**src/rtl/alu_pkg.sv**
```systemverilog
`default_nettype none
// ============================================================================
//  Module   : alu_pkg
//  Purpose  : Opcode map and FSM state encoding shared by the multi-cycle ALU
//  Revision : 1.0  initial release
// ============================================================================
package alu_pkg;

    // 4-bit opcode map; opcodes 5..9 are aliases of ADD
    localparam logic [3:0] OP_ADD    = 4'd0;
    localparam logic [3:0] OP_SHL    = 4'd1;
    localparam logic [3:0] OP_SHR    = 4'd2;
    localparam logic [3:0] OP_OR     = 4'd3;
    localparam logic [3:0] OP_AND    = 4'd4;
    localparam logic [3:0] OP_CMPEQ0 = 4'd10;
    localparam logic [3:0] OP_CMPEQ1 = 4'd11;
    localparam logic [3:0] OP_MFHI   = 4'd12;
    localparam logic [3:0] OP_MUL    = 4'd13;
    localparam logic [3:0] OP_MFLO   = 4'd14;
    localparam logic [3:0] OP_SUB    = 4'd15;

    // Control FSM states
    typedef enum logic [1:0] {
        ST_IDLE = 2'd0,
        ST_MUL  = 2'd1,
        ST_DONE = 2'd2
    } state_t;

endpackage : alu_pkg
`default_nettype wire

```
**src/rtl/mul_iter.sv**
```systemverilog
`default_nettype none
// ============================================================================
//  Module   : mul_iter
//  Purpose  : Iterative unsigned shift-add multiplier, one multiplier bit per
//             cycle. Operands load on start; WIDTH iterations follow.
//             'done' is high during the final iteration cycle and 'product'
//             then carries the value the accumulator takes at that edge.
//  Revision : 1.0  initial release
// ============================================================================
module mul_iter #(
    parameter int WIDTH = 16
) (
    input  logic               clk,
    input  logic               rst_n,
    input  logic               start,
    input  logic [WIDTH-1:0]   a,
    input  logic [WIDTH-1:0]   b,
    output logic               busy,
    output logic               done,
    output logic [2*WIDTH-1:0] product
);

    localparam int CW = $clog2(WIDTH + 1);

    logic              r_busy;
    logic [CW-1:0]     r_cnt;
    logic [2*WIDTH-1:0] r_acc;
    logic [2*WIDTH-1:0] r_mcand;
    logic [WIDTH-1:0]  r_mplier;
    logic [2*WIDTH-1:0] w_acc_next;

    // Conditionally add the shifted multiplicand for the current multiplier bit
    always_comb begin
        w_acc_next = r_mplier[0] ? (r_acc + r_mcand) : r_acc;
    end

    assign busy    = r_busy;
    assign done    = r_busy && (r_cnt == CW'(1));
    assign product = w_acc_next;

    // Load operands on start, then step one multiplier bit per cycle
    always_ff @(posedge clk or negedge rst_n) begin
        if (!rst_n) begin
            r_busy   <= 1'b0;
            r_cnt    <= '0;
            r_acc    <= '0;
            r_mcand  <= '0;
            r_mplier <= '0;
        end else if (start) begin
            r_busy   <= 1'b1;
            r_cnt    <= CW'(WIDTH);
            r_acc    <= '0;
            r_mcand  <= {{WIDTH{1'b0}}, a};
            r_mplier <= b;
        end else if (r_busy) begin
            r_acc    <= w_acc_next;
            r_mcand  <= r_mcand << 1;
            r_mplier <= r_mplier >> 1;
            r_cnt    <= r_cnt - CW'(1);
            if (r_cnt == CW'(1)) begin
                r_busy <= 1'b0;
            end
        end
    end

endmodule : mul_iter
`default_nettype wire

```
**src/rtl/alu_mc.sv**
```systemverilog
`default_nettype none
// ============================================================================
//  Module   : alu_mc
//  Purpose  : Multi-cycle ALU with valid/ready handshakes, registered result
//             and flags, iterative multiplier and persistent HI/LO registers.
//  Revision : 1.0  initial release
// ============================================================================
module alu_mc
    import alu_pkg::*;
#(
    parameter int WIDTH = 16
) (
    input  logic             clk,
    input  logic             rst_n,
    input  logic             in_valid,
    output logic             in_ready,
    input  logic [3:0]       opcode,
    input  logic [WIDTH-1:0] a,
    input  logic [WIDTH-1:0] b,
    output logic             out_valid,
    input  logic             out_ready,
    output logic [WIDTH-1:0] result,
    output logic             zero_flag,
    output logic             neg_flag,
    output logic             overflow_flag
);

    // Shift amount bits taken from B; derived from WIDTH, never overridden
    localparam int SHW = $clog2(WIDTH);

    state_t             r_state;
    state_t             w_state_next;
    logic [WIDTH-1:0]   r_result;
    logic               r_zero;
    logic               r_neg;
    logic               r_ovf;
    logic [WIDTH-1:0]   r_hi;
    logic [WIDTH-1:0]   r_lo;

    logic               w_accept;
    logic               w_is_mul;
    logic               w_mul_busy;
    logic               w_mul_done;
    logic [2*WIDTH-1:0] w_product;
    logic [WIDTH-1:0]   w_add;
    logic [WIDTH-1:0]   w_sub;
    logic               w_shift_oob;
    logic [WIDTH-1:0]   w_res;
    logic               w_ovf;

    // Handshake: multiply busy keeps the input closed for the whole MUL phase
    assign in_ready  = ((r_state == ST_IDLE) || ((r_state == ST_DONE) && out_ready))
                       && !w_mul_busy;
    assign w_accept  = in_valid && in_ready;
    assign w_is_mul  = (opcode == OP_MUL);
    assign out_valid = (r_state == ST_DONE);

    assign result        = r_result;
    assign zero_flag     = r_zero;
    assign neg_flag      = r_neg;
    assign overflow_flag = r_ovf;

    mul_iter #(
        .WIDTH (WIDTH)
    ) u_mul (
        .clk     (clk),
        .rst_n   (rst_n),
        .start   (w_accept && w_is_mul),
        .a       (a),
        .b       (b),
        .busy    (w_mul_busy),
        .done    (w_mul_done),
        .product (w_product)
    );

    assign w_add = a + b;
    assign w_sub = a - b;
    // Any shift amount of WIDTH or more clears the result; compared in a wide
    // domain so non-power-of-two widths are handled too
    assign w_shift_oob = ({32'd0, b} >= {{WIDTH{1'b0}}, 32'(WIDTH)});

    // Single-cycle datapath evaluated on the operands presented at acceptance
    always_comb begin
        w_res = '0;
        w_ovf = 1'b0;
        case (opcode)
            OP_SHL:    w_res = w_shift_oob ? '0 : (a << b[SHW-1:0]);
            OP_SHR:    w_res = w_shift_oob ? '0 : (a >> b[SHW-1:0]);
            OP_OR:     w_res = a | b;
            OP_AND:    w_res = a & b;
            OP_CMPEQ0,
            OP_CMPEQ1: w_res = (a == b) ? '0 : WIDTH'(1);
            OP_MFHI:   w_res = r_hi;
            OP_MFLO:   w_res = r_lo;
            OP_MUL:    w_res = '0;
            OP_SUB: begin
                w_res = w_sub;
                w_ovf = (a[WIDTH-1] != b[WIDTH-1]) && (w_sub[WIDTH-1] != a[WIDTH-1]);
            end
            default: begin  // ADD and its aliases 5..9
                w_res = w_add;
                w_ovf = (a[WIDTH-1] == b[WIDTH-1]) && (w_add[WIDTH-1] != a[WIDTH-1]);
            end
        endcase
    end

    // FSM state register
    always_ff @(posedge clk or negedge rst_n) begin
        if (!rst_n) begin
            r_state <= ST_IDLE;
        end else begin
            r_state <= w_state_next;
        end
    end

    // FSM next-state logic
    always_comb begin
        w_state_next = r_state;
        case (r_state)
            ST_IDLE: begin
                if (w_accept) begin
                    w_state_next = w_is_mul ? ST_MUL : ST_DONE;
                end
            end
            ST_MUL: begin
                if (w_mul_done) begin
                    w_state_next = ST_DONE;
                end
            end
            ST_DONE: begin
                if (w_accept) begin
                    w_state_next = w_is_mul ? ST_MUL : ST_DONE;
                end else if (out_ready) begin
                    w_state_next = ST_IDLE;
                end
            end
            default: w_state_next = ST_IDLE;
        endcase
    end

    // Result, flags and HI/LO: updated only at DONE entry, held otherwise
    always_ff @(posedge clk or negedge rst_n) begin
        if (!rst_n) begin
            r_result <= '0;
            r_zero   <= 1'b0;
            r_neg    <= 1'b0;
            r_ovf    <= 1'b0;
            r_hi     <= '0;
            r_lo     <= '0;
        end else if (w_mul_done) begin
            r_hi     <= w_product[2*WIDTH-1:WIDTH];
            r_lo     <= w_product[WIDTH-1:0];
            r_result <= w_product[WIDTH-1:0];
            r_zero   <= (w_product[WIDTH-1:0] == '0);
            r_neg    <= w_product[WIDTH-1];
            r_ovf    <= |w_product[2*WIDTH-1:WIDTH];
        end else if (w_accept && !w_is_mul) begin
            r_result <= w_res;
            r_zero   <= (w_res == '0);
            r_neg    <= w_res[WIDTH-1];
            r_ovf    <= w_ovf;
        end
    end

endmodule : alu_mc
`default_nettype wire

```
**config.mk**
```make
export PLATFORM = sky130hd
export DESIGN_NAME = alu_mc
export DESIGN_NICKNAME = d
export VERILOG_FILES = /design/src/rtl/alu_pkg.sv /design/src/rtl/mul_iter.sv /design/src/rtl/alu_mc.sv
export SDC_FILE = /design/constraint.sdc
export NUM_CORES = 1
export LEC_CHECK = 0
export ABC_AREA = 1
export CORE_MARGIN = 4
export CORE_UTILIZATION = 34
export CTS_CLUSTER_DIAMETER = 40
export CTS_CLUSTER_SIZE = 10
export DETAILED_ROUTE_END_ITERATION = 16
export SLEW_MARGIN = 10
export SYNTH_ARGS = -nofsm -noshare
export SYNTH_HDL_FRONTEND = slang
export SYNTH_HIERARCHICAL = 1
export SYNTH_SLANG_ARGS = --single-unit
```
**constraint.sdc**
```tcl
create_clock -name clk -period 3.4 [get_ports clk]
set_clock_uncertainty 0.05 [all_clocks]
set_input_delay 0.68 -clock clk [delete_from_list [all_inputs] [get_ports clk]]
set_output_delay 0.68 -clock clk [all_outputs]
set_load 0.01 [all_outputs]
```
==> results.md <==
* Vias at 14200
* Antenna Nets Post-Route at 0
* Tot GR Track Use at 25.3%
* Placed cell count at 2767
* Starting DRT DRC Count at 1369
* Num rows at 71
* Minimum clock period after layout at 3.11 ns
* Commonest non-fill, non-tap cell in the layout: nand2_1
* Final Routed Wirelength at ~53000 um
* Count of final max-slew check failures at 0
* Initial Utilization at 34.4%
* First-pass GRT wire length at 80700 um
* Post-CTS sizing at 0
* Outcome: completed
* Most frequent cells in the layout: nand2_1 (733), inv_1 (311), nand3_1 (242)
* Avg WL per Cell at 18.9 um
* RSZ-0062 raised after global routing: false
* R2R depth at 15
* FF-to-FF Start: u_mul/r_acc[0]
* N_diodes at 0
* Slew HR at about three fifths
* Register area share after synthesis at a little over a quarter
* Crit path max fanout at 9
* Critical Path Start: a[2]
* Area Overhead vs Synth at 21.7%
* Final hold vios at 0
* Critical Path AT at 3.40 ns
* Hold buffers post-CTS at 0
* Unique masters post-synth at 48
* Vias/cell at 5.06
* Max rail drop VDD at about 0.36 mV
* Largest cells by area after synthesis: dfrtp_1 (27%), nand2_1 (21%), nand3_1 (9.4%)
* # fillers at 4067
* Crit path to: zero_flag
* Num ports at a little over 60
* NumNets Final at 2399
* Critical path type: input pin to register
* Synth Area per Inst at 6.16 sq um
* Min-delay worst type: input pin to asynchronous set/reset pin
* Setup bufs post-CTS at 0
* Router iterations before antenna repair at 7
* R2r setup slk at 0.36 ns
* # DRC at 0
* Syn nets at 2222
* Num Clock Sinks at 138
* Layout cells sized above 1 at 12.2%
* Clk_lat worst skew at 0.42 ns
* Clock Path Buffers at 2
* Largest net degree at the start of global routing at 64
* Max-cap violations at 0
* Post-Syn Instances at around 2100
* Leakage at 8.52 nW
* Die Area at just over 40000 sq um
* CTS Buf Count at 17
* Synth top area share at about a quarter
* Startpoint Class: input pin
* Finished Layout Cells at roughly 2800
* Final number of setup-violating endpoints at 0
* Die height at between 200 and 250 um
* CTS tree: done
* Clk slew on worst S/H paths at 0.06 ns
* PortBufs at 60
* Fin area at roughly 16000 sq um
* CTS root buf: clkbuf_16
* Warnings, synthesis at 6
* Final HPWL DP at 42800 um
* Dominant cell type by area after synthesis: dfrtp_1
* Gpl congestion at 1.01
* H-tree level count at 4
* Crit share post-route at 91.4%
* Yosys reg bits at around 140
* Capturing point of the worst reg2reg path: overflow_flag
* Antenna violations before repair at 0
* FMAX at 0.322 GHz
* Post-layout util at 41.9%
* Gr ovfl total at 0
* Tot Pwr at 9.14 mW
* Slew @ Worst Pin at 0.611 ns
* Die width at ~200 um
* Worst Path Required at 3.70 ns
* Vias in the first global route at 13700
* Post-DP Area at ~15000 sq um
* PD cells at a little under 600 nW/um^2
* Core area at 37600 sq um
* Post-synthesis cell area at 12900 sq um
* Critical Path End Type: register
==> state kept, by name, summed over array words and instances, names as in the netlist <==
register / cells
r_hi: 16
u_mul/r_acc: 32
u_mul/r_cnt: 5
r_lo: 16
r_state: 2
u_mul/r_mcand: 32
u_mul/r_mplier: 16
result: 16
u_mul/busy: 1
overflow_flag: 1
zero_flag: 1
==> worst min-delay path by stage <==
| stage | from | to | slack (ns) | cells after the start |
|---|---|---|---|---|
| 5_1_grt | rst_n | u_mul/r_mcand[26] | 0.15 | 1 |
| 3_5_place_dp | r_lo[8] | r_lo[8] | 0.41 | 2 |
| 2_1_floorplan | rst_n | overflow_flag | 0.33 | 0 |
| 3_3_place_gp | r_lo[10] | r_lo[10] | 0.40 | 2 |
| 6_report | rst_n | u_mul/r_acc[23] | 0.13 | 1 |
| 4_1_cts | rst_n | u_mul/r_acc[23] | 0.13 | 1 |
==> cell families (layout without fill, tap and decap cells) <==
| group | after synthesis | count (layout) | synth area share, % |
|---|---|---|---|
| flops | 138 | 138 | 26.7 |
| compound gates | 227 | 227 | 10.5 |
| fa+ha+maj | 84 | 84 | 8.30 |
| simple gates | 1230 | 1230 | 40.7 |
| buf+inv | 397 | 587 | 12.3 |
| xor+xnor | 22 | 22 | 1.49 |
==> routing by layer <==
| metal | vias to the layer above | global-route usage, % | part of all wire (%) |
|---|---|---|---|
| li1 | 6999 | - | - |
| met1 | 6617 | 33.3 | 44 |
| met2 | 475 | 43.2 | 47 |
| met3 | 59 | 2.68 | 6.0 |
| met4 | 0 | 9.06 | 3.5 |
| met5 | - | 0 | 0 |
==> cell usage after synthesis (all sizes together) <==
library cell  instances
o2111ai               2
nand2               751
o211ai               19
o21a                  4
ha                   81
or2                  14
buf                  43
clkinv                3
nand4                22
o221ai                4
inv                 322
a21oi                62
nor2                155
xnor2                12
nor4                  8
nand3               250
a22oi                20
fa                    3
dfrtp               138
nor3                 13
o21ai                79
xor2                 10
o21bai                6
clkbuf               29
a21o                  1
a21boi                3
and2                 15
o22ai                25
o31ai                 2
nand3b                2
==> layout make-up <==
| class | count | area (sq um) | area share [%] |
|---|---|---|---|
| Inverter | 325 | 1220 | 7.78 |
| Clock inverter | 12 | 141 | 0.898 |
| Timing Repair Buffer | 230 | 1940 | 12.3 |
| Clock buffer | 20 | 437 | 2.77 |
| Multi-Input combinational cell | 1563 | 7910 | 50.2 |
| Sequential cell | 138 | 3450 | 21.9 |
| Tap cell | 511 | 639 | 4.06 |
==> where the power goes <==
group	switching, mW	leakage [nW]	internal (mW)	total, mW
Sequential	0.472	1.83	2.26	2.73
Combinational	2.82	6.41	1.75	4.56
Clock	0.755	0.276	1.09	1.85
Total	4.04	8.52	5.09	9.14
==> per-stage QoR <==
step	setup slack [ns]	hold WS (ns)	setup TNS (ns)
after detailed placement	-0.112	0.413	-0.126
after CTS	0.276	0.131	0
after global routing	0.0450	0.147	0
after floorplan	0.550	0.334	0
final	0.293	0.126	0
after global placement	-0.0999	0.404	-0.128
==> critical path: stages <==
cell and delay [ns]:
clkdlybuf4s50_1 0.51, inv_1 0.11, ha_1 0.51, inv_1 0.07, nand2_1 0.09, nand3_1 0.18
nand3_1 0.15, nand2_1 0.11, nand2_1 0.10, buf_4 0.11, nand3_1 0.05, nand3_1 0.09
nand3_1 0.14, nor2_1 0.13, nand2_1 0.07, nor2_1 0.09, nand3_1 0.08, a21oi_1 0.12
(Power assumes the default switching activity.)
